## src/rtl/coefficient_keypad_entry.sv

```systemverilog
// Keypad entry of a 3x3 system matrix plus right-hand side as Q12.4 coefficients.
// Latency: a key takes effect one cycle after its strobe; a commit takes 5 busy cycles (4 CONVERT + 1 STORE).
// Backpressure: none; keys arriving while busy (or any key but F once done) are dropped.
//
// Ports:
//   clk, rst                 clock and synchronous active-high reset
//   key_valid, key_code      one-cycle key strobe and its 4-bit code
//   A00..A22, C0..C2         stored Q12.4 coefficients
//   LU_en                    all 12 coefficients stored
//   entry_idx                index of the coefficient being entered (12 when done)
//   entry_val                live integer-part preview of the current entry
//   busy                     fraction conversion / store in progress
//   entry_ovf                sticky: an integer digit was rejected for overflow
module coefficient_keypad_entry (
  input  logic        clk,
  input  logic        rst,
  input  logic        key_valid,
  input  logic [3:0]  key_code,
  output logic [15:0] A00,
  output logic [15:0] A01,
  output logic [15:0] A02,
  output logic [15:0] A10,
  output logic [15:0] A11,
  output logic [15:0] A12,
  output logic [15:0] A20,
  output logic [15:0] A21,
  output logic [15:0] A22,
  output logic [15:0] C0,
  output logic [15:0] C1,
  output logic [15:0] C2,
  output logic        LU_en,
  output logic [3:0]  entry_idx,
  output logic [15:0] entry_val,
  output logic        busy,
  output logic        entry_ovf
);

  typedef enum logic [2:0] {
    ST_INT,
    ST_FRAC,
    ST_CONVERT,
    ST_STORE,
    ST_DONE
  } state_t;

  localparam logic [3:0] KEY_DOT     = 4'hA;
  localparam logic [3:0] KEY_SIGN    = 4'hB;
  localparam logic [3:0] KEY_CLEAR   = 4'hC;
  localparam logic [3:0] KEY_ENTER   = 4'hD;
  localparam logic [3:0] KEY_RESTART = 4'hF;

  state_t      state, next_state;
  logic [15:0] coef [12];
  logic [11:0] int_acc;
  logic [13:0] frac_acc;
  logic [2:0]  frac_cnt;
  logic        neg;
  logic [13:0] den;
  logic [13:0] rem;
  logic [3:0]  frac4;
  logic [1:0]  conv_cnt;

  logic        is_digit;
  logic        restart;
  logic [15:0] int_calc;
  logic [13:0] frac_calc;
  logic [13:0] den_sel;
  logic [14:0] rem2;
  logic [15:0] mag;
  logic [15:0] store_val;
  logic [15:0] preview;

  assign is_digit  = (key_code <= 4'd9);
  // int_acc never exceeds 2047, so the 16-bit product cannot wrap
  assign int_calc  = 16'(int_acc) * 16'd10 + 16'(key_code);
  // only used while frac_cnt < 4, i.e. frac_acc <= 999
  assign frac_calc = frac_acc * 14'd10 + 14'(key_code);
  // rem stays below den (<= 10000), so doubling needs one extra bit
  assign rem2      = {rem, 1'b0};
  assign mag       = {int_acc, frac4};
  // -0 folds to 0x0000 naturally in two's complement
  assign store_val = neg ? -mag : mag;
  assign preview   = {int_acc, 4'b0000};
  assign entry_val = neg ? -preview : preview;
  assign busy      = (state == ST_CONVERT) || (state == ST_STORE);

  assign restart = key_valid && (key_code == KEY_RESTART) &&
                   ((state == ST_INT) || (state == ST_FRAC) || (state == ST_DONE));

  always_comb begin
    den_sel = 14'd1;
    case (frac_cnt)
      3'd1:    den_sel = 14'd10;
      3'd2:    den_sel = 14'd100;
      3'd3:    den_sel = 14'd1000;
      3'd4:    den_sel = 14'd10000;
      default: den_sel = 14'd1;
    endcase
  end

  assign A00 = coef[0];
  assign A01 = coef[1];
  assign A02 = coef[2];
  assign A10 = coef[3];
  assign A11 = coef[4];
  assign A12 = coef[5];
  assign A20 = coef[6];
  assign A21 = coef[7];
  assign A22 = coef[8];
  assign C0  = coef[9];
  assign C1  = coef[10];
  assign C2  = coef[11];

  always_ff @(posedge clk) begin
    if (rst) state <= ST_INT;
    else     state <= next_state;
  end

  always_comb begin
    next_state = state;
    case (state)
      ST_INT: begin
        if (key_valid) begin
          if (key_code == KEY_DOT)        next_state = ST_FRAC;
          else if (key_code == KEY_ENTER) next_state = ST_CONVERT;
        end
      end
      ST_FRAC: begin
        if (key_valid) begin
          if (key_code == KEY_ENTER)                                    next_state = ST_CONVERT;
          else if (key_code == KEY_CLEAR || key_code == KEY_RESTART)    next_state = ST_INT;
        end
      end
      ST_CONVERT: begin
        if (conv_cnt == 2'd3) next_state = ST_STORE;
      end
      ST_STORE: begin
        next_state = (entry_idx == 4'd11) ? ST_DONE : ST_INT;
      end
      ST_DONE: begin
        if (key_valid && key_code == KEY_RESTART) next_state = ST_INT;
      end
      default: next_state = ST_INT;
    endcase
  end

  // Reset and the F key clear exactly the same state.
  always_ff @(posedge clk) begin
    if (rst || restart) begin
      for (int i = 0; i < 12; i++) coef[i] <= '0;
      int_acc   <= '0;
      frac_acc  <= '0;
      frac_cnt  <= '0;
      neg       <= 1'b0;
      entry_ovf <= 1'b0;
      entry_idx <= '0;
      LU_en     <= 1'b0;
      den       <= 14'd1;
      rem       <= '0;
      frac4     <= '0;
      conv_cnt  <= '0;
    end else begin
      case (state)
        ST_INT, ST_FRAC: begin
          if (key_valid) begin
            if (is_digit) begin
              if (state == ST_INT) begin
                if (int_calc <= 16'd2047) int_acc   <= int_calc[11:0];
                else                      entry_ovf <= 1'b1;
              end else if (frac_cnt < 3'd4) begin
                frac_acc <= frac_calc;
                frac_cnt <= frac_cnt + 3'd1;
              end
            end else begin
              case (key_code)
                KEY_SIGN: neg <= ~neg;
                KEY_CLEAR: begin
                  int_acc   <= '0;
                  frac_acc  <= '0;
                  frac_cnt  <= '0;
                  neg       <= 1'b0;
                  entry_ovf <= 1'b0;
                end
                KEY_ENTER: begin
                  den      <= den_sel;
                  rem      <= frac_acc;
                  frac4    <= '0;
                  conv_cnt <= '0;
                end
                default: ;
              endcase
            end
          end
        end
        ST_CONVERT: begin
          // one restoring-division step: frac4 = floor(frac_acc*16/den)
          if (rem2 >= {1'b0, den}) begin
            rem   <= 14'(rem2 - {1'b0, den});
            frac4 <= {frac4[2:0], 1'b1};
          end else begin
            rem   <= rem2[13:0];
            frac4 <= {frac4[2:0], 1'b0};
          end
          conv_cnt <= conv_cnt + 2'd1;
        end
        ST_STORE: begin
          coef[entry_idx] <= store_val;
          entry_idx       <= entry_idx + 4'd1;
          int_acc         <= '0;
          frac_acc        <= '0;
          frac_cnt        <= '0;
          neg             <= 1'b0;
          entry_ovf       <= 1'b0;
          if (entry_idx == 4'd11) LU_en <= 1'b1;
        end
        default: ;
      endcase
    end
  end

endmodule

```

## config.mk

```make
export PLATFORM = sky130hd
export DESIGN_NAME = coefficient_keypad_entry
export DESIGN_NICKNAME = d
export VERILOG_FILES = /design/src/rtl/coefficient_keypad_entry.sv
export SDC_FILE = /design/constraint.sdc
export NUM_CORES = 1
export LEC_CHECK = 0
export ABC_CLOCK_PERIOD_IN_PS = 3500
export BUFFER_PORTS_ARGS = -buffer_cell sky130_fd_sc_hd__buf_4
export CORE_MARGIN = 3
export CORE_UTILIZATION = 56
export CTS_CLUSTER_SIZE = 16
export DETAILED_ROUTE_END_ITERATION = 6
export PLACE_DENSITY = 0.8
export SLEW_MARGIN = 40
export SYNTH_ARGS = -nofsm -noshare
export SYNTH_HDL_FRONTEND = slang
export SYNTH_SLANG_ARGS = --single-unit
```

## constraint.sdc

```tcl
create_clock -name clk -period 3.5 [get_ports clk]
set_clock_uncertainty 0.15 [all_clocks]
set_input_delay 0.35 -clock clk [delete_from_list [all_inputs] [get_ports clk]]
set_output_delay 0.35 -clock clk [all_outputs]
set_load 0.01 [all_outputs]
```

# ---- After elaboration in Yosys (flattened, before gate mapping)
# Memory sizes are Yosys's and may differ from the RTL's.
# Index checks and enable logic that the tools add are counted.
# W data, S select, Z words.
dict set report classes {
  add_sub_neg 8
  multipliers 2
  magnitude_cmp 4
  eq_ne 31
  muxes 63
  n_bitwise 2
  reduce_logical 20
}
# cell n
set ops {}
lappend ops {{$mux W14} 9}
lappend ops {{$mux W12} 5}
lappend ops {{$pmux W14 S2} 2}
lappend ops {{$pmux W14 S4} 1}
lappend ops {{$mux W16} 3}
lappend ops {{$mux W3} 14}
lappend ops {{$neg A16 Y16} 2}
lappend ops {{$eq A4 B4 Y1 const B} 6}
lappend ops {{$pmux W12 S2} 1}
lappend ops {{$ne A3 B3 Y1 const B} 7}
lappend ops {{$add A16 B4 Y16} 1}
lappend ops {{$le A16 B11 Y1 const B} 1}
lappend ops {{$mux W4} 4}
lappend ops {{$reduce_or A16 Y1} 1}
lappend ops {{$ge A15 B14 Y1} 1}
lappend ops {{$mul A12 B3 Y15 const B} 1}
lappend ops {{$pmux W3 S5} 1}
lappend ops {{$reduce_and A5 Y1} 3}
lappend ops {{$add A14 B4 Y14} 1}
lappend ops {{$mul A14 B3 Y13 const B} 1}
lappend ops {{$mux W1} 14}
lappend ops {{$sub A14 B14 Y14} 1}
lappend ops {{$eq A3 B2 Y1 const B} 4}
lappend ops {{$ne A2 B2 Y1 const B} 6}
lappend ops {{25 further kinds} 40}
dict set report word_totals {
  regBits 73
  mem_bits_rw 192
  inputBits 7
  out_inout_bits 215
  wordCells 143
  mem_count 1
}
# name words width read_ports rd_ports_with_merged_regs write_ports line
set memory_table {}
lappend memory_table {coef 12 16 12 0 12 53} ;# logic [15:0] coef [12];

# ---- Longest topological paths before layout
dict set report logic_depth {
  ltp_word 9
  ltp_mapped 12
  mapped_depth_nobuf 12
}

# ---- Worst setup path after synthesis
# Ideal clock, no wire load.
dict set report synth_path {
  kind {flip-flop to flip-flop}
  startpoint {reg int_acc[1]}
  endpoint {reg int_acc[0]}
  setup_time_ps 119
  t_arrival_ps 2836
  required_ps 3231
  slack_ps 395
  stages_incl_launch_ff 13
  n_path_buf 1
  period_less_slack_ps 3105
  cell_sequence {dfxtp_1 ha_1 ha_1 fa_1 a211oi_2 o21bai_2 nand4_1 mux2i_1 nor4b_4 o22a_1 o21ai_2 buf_6 o2bb2ai_2}
}
dict set report synth_between {
  elab_chain_len 5
}
# item line
set synth_rtl {}
lappend synth_rtl {{start: declaration} 54} ;# logic [11:0] int_acc;
lappend synth_rtl {{start signal: assignment} 168} ;# if (int_calc <= 16'd2047) int_acc <= int_calc[11:0];
lappend synth_rtl {{$mul A12 B3 Y15} 75} ;# assign int_calc = 16'(int_acc) * 16'd10 + 16'(key_code);
lappend synth_rtl {{$add A16 B4 Y16} 75}
lappend synth_rtl {{$le A16 B11 Y1} 168}
lappend synth_rtl {{$ne A3 B3 Y1 (no line)} --}
lappend synth_rtl {{$reduce_and A5 Y1 (no line)} --}
# Every way passes these cells.
# A chain may end at the register's enable or synchronous reset.

# ---- Final worst setup path
dict set report layout_path {
  startpoint {reg int_acc[1]}
  endpoint {reg int_acc[4]}
}
dict set report layout_between {
  elab_chain_len 7
  word_cells_on_any_way 10
  classes_between {add/sub (1); mul (1); order compare (1); eq/ne (1); mux (5); reduce/logical (1)}
}
# item line
set layout_rtl {}
lappend layout_rtl {{$mul A12 B3 Y15 *} 75}
lappend layout_rtl {{$add A16 B4 Y16 *} 75}
lappend layout_rtl {{parallel branches: the longest is 5 deep, another holds $le A16 B11 Y1} --}
# Mark *: on every way between the ends. The select of a mux whose other input is x is not followed.

==> impl_metrics.json <==
{
  "p_clk_share_pct": 41.2,
  "first_pass_iters": 5,
  "io_pins": 222,
  "cts.htree.levels": 1,
  "drive_gt1_share_pct": 25.0,
  "required_ns": 3.81,
  "max_slew_margin_pct": 45.4,
  "rows": 53,
  "numClockSinks": 259,
  "whs_ns": 0.130,
  "gr-total-overflow": 0,
  "cpPeakStageDelay_ns": 0.45,
  "grt_pass1_vias": 9074,
  "clockBufferDepth": 3,
  "fp.dieW_um": 155,
  "p_switching_mw": 1.57,
  "vias": 9508,
  "antenna_found_initial": 0,
  "setup.worst_path.end_class": "flop",
  "async_flop_share_pct": 0,
  "synth_area_mm2": 0.0125,
  "critical_path_class": "reg2reg",
  "portBuffers": 217,
  "drt_iter0_drc": 815,
  "cts_tree": "done",
  "min_period_ns": 3.21,
  "grt.total_usage_pct": 26.4,
  "p_int_mw": 5.35,
  "synth.ff_latch_count": 259,
  "synth_top_area_cell": "edfxtp_1",
  "clk_pin_slew_ns": 0.06,
  "dp_hpwl_um": 23600,
  "slew_violations": 0,
  "cellPowerDensity_mw_per_mm2": 450,
  "fin_crit_sh_pct": 91.8,
  "viasPerCell": 5.79,
  "die_h_um": 155,
  "synth_edf_count": 192,
  "grt_pass1_wl_um": 50300,
  "tightest_slew_ns": 0.816,
  "setup_viol": 0,
  "cts_root_buf": "clkbuf_16",
  "drcViolationCount": 0,
  "fin_nets": 1429,
  "pre_cts_slack_ns": 0.0737,
  "fmax_mhz": 311,
  "die_area_mm2": 0.0241,
  "cts_setup_buffers": 0,
  "synth_warnings": 0,
  "min_path_type": "in2reg",
  "grt_max_degree": 30,
  "critPathArrivalTime_ns": 3.52,
  "hold_viol": 0,
  "outcome": "completed",
  "ant_nets": 0,
  "swShare_pct": 22.7,
  "drv_cap": 0,
  "synthFlopType": "edfxtp_1",
  "leakage_nw": 6.30,
  "final.setup.tns_ns": 0,
  "antenna_cells": 0,
  "drt_wl_total_um": 32800,
  "avgSynthCellArea_um2": 11.1,
  "comb_power_share_pct": 9.1,
  "synth-seq-area-share_pct": 57.0,
  "area_delta_synth_final_pct": 23.3,
  "core_mm2": 0.0214,
  "ys_types": 79,
  "synth_top_area_share_pct": 46.3,
  "startpoint_type": "flop",
  "synthCells": 1123,
  "rsz0062_at_grt": "false",
  "wl_per_cell_um": 20.0,
  "crit_slowest_cell": "fa_1",
  "gp_congestion": 0.893,
  "finalWorstSetupSlack_ns": 0.288,
  "cpMostUsedCell": "ha_1",
  "seqPwrFrac_pct": 49.7,
  "cp_max_fo": 11,
  "start_util_pct": 58.2,
  "worstPathCellList": "ha_1 > ha_1 > fa_1 > a21o_1 > a21oi_2 > xnor2_1 > and3_2 > and3_4 > mux2i_4 > o21ai_4 > a22o_1",
  "irDropWorstVdd_v": 0.000297,
  "insertion_delay_ns": 0.52,
  "netlist_top_cells_area": "edfxtp_1, dfxtp_1, nor2_1, ha_1, nand2_1",
  "fillCellCount": 1489,
  "cts_buffers": 26
}
## final timing paths
check             cells after the start  slack [ns]          to        from
setup / recovery                     11        0.29  int_acc[4]  int_acc[1]
hold / removal                        5        0.13         neg   key_valid
setup reg to reg                     11        0.29  int_acc[4]  int_acc[1]
hold reg to reg                       2        0.29       LU_en       LU_en
## layout make-up
class	count	area (um^2)	area share, %
Inverter	29	109	0.709
Clock buffer	31	691	4.50
Multi-Input combinational cell	772	4970	32.3
Timing Repair Buffer	260	1960	12.7
Sequential cell	259	7110	46.3
Clock inverter	15	186	1.21
Tap cell	275	344	2.24
## routing by layer
metal	routed length (um)	up-vias	global-route usage [%]
met4	771	0	7.15
met5	0	-	0
met3	3070	51	4.09
met2	16500	477	46.0
li1	-	4420	-
met1	12500	4560	34.6
## metrics by stage
stage          std cells  total power, mW  utilization (%)  area [um^2]
2_1_floorplan       1126             3.86                -        12500
3_3_place_gp        1593             4.11             67.5        14500
4_1_cts             1641             6.94             71.7        15300
3_5_place_dp        1593             4.13             67.5        14500
5_1_grt             1641             7.13             71.7        15400
6_report            1641             6.92             71.7        15400
## cells in the mapped netlist (all sizes together), types with 6 or more instances
cell	n
nor2	254
edfxtp	192
nand2	88
ha	69
dfxtp	67
a21oi	55
clkbuf	42
xnor2	35
o21ai	31
inv	29
xor2	29
buf	24
nand3	21
a22oi	13
nor2b	11
nor3	11
o2bb2ai	11
mux2i	10
a21o	9
and3	9
nand2b	8
a211oi	7
nand4	6
o22ai	6
o31ai	6
## worst max-delay path: cells and delay by family, from the launching register on
kind	cells	cell delay (ns)
compound gates	4	0.96
xor+xnor	1	0.19
fa+ha+maj	3	0.99
flops	1	0.31
mux	1	0.09
simple gates	2	0.47
## registers in the layout (all words and copies together), names as in the netlist
| signal | cells |
|---|---|
| LU_en | 1 |
| coef | 192 |
| conv_cnt | 2 |
| den | 8 |
| entry_idx | 4 |
| entry_ovf | 1 |
| frac4 | 4 |
| frac_acc | 14 |
| frac_cnt | 3 |
| int_acc | 12 |
| neg | 1 |
| rem | 14 |
| state | 3 |
## placed cells by master (no fill, tap or decap), drive strengths merged, types with 9 or more instances in the layout
master	count
a22oi	13
o2bb2ai	11
clkbuf	31
nand3	21
ha	69
mux2i	10
nor3	11
xnor2	35
and3	9
inv	30
dfxtp	67
nor2	254
nor2b	11
xor2	29
nand2	88
a21o	9
edfxtp	192
o21ai	31
a21oi	55
buf	258
## power groups by stage
| stage | clock network [mW] | registers, mW | logic, mW |
|---|---|---|---|
| 2_1_floorplan | 0 | 3.54 | 0.320 |
| 3_3_place_gp | 0 | 3.50 | 0.610 |
| 3_5_place_dp | 0 | 3.50 | 0.625 |
| 4_1_cts | 2.87 | 3.44 | 0.629 |
| 5_1_grt | 3.01 | 3.44 | 0.678 |
| 6_report | 2.85 | 3.44 | 0.630 |
## cell families (layout without fill, tap and decap cells)
logic type,after synthesis,after routing,synth area share [%]
multiplexers,11,11,0.994
flip-flops,259,259,57.0
adder cells (fa/ha/maj),74,74,7.73
XOR/XNOR,64,64,4.56
AO/OA/AOI/OAI,182,182,10.7
buffers and inverters,95,335,3.35
other,1,4,0.0301
AND/OR/NAND/NOR,437,437,15.6
## repair_timing
item / CTS / global route
resized for setup: 0 / 1
endpoints found under the hold margin: 4 / 0
endpoints found under the setup margin: 0 / 8
hold buffers: 2 / 0
No activity file was read; power rests on OpenSTA's default activity.
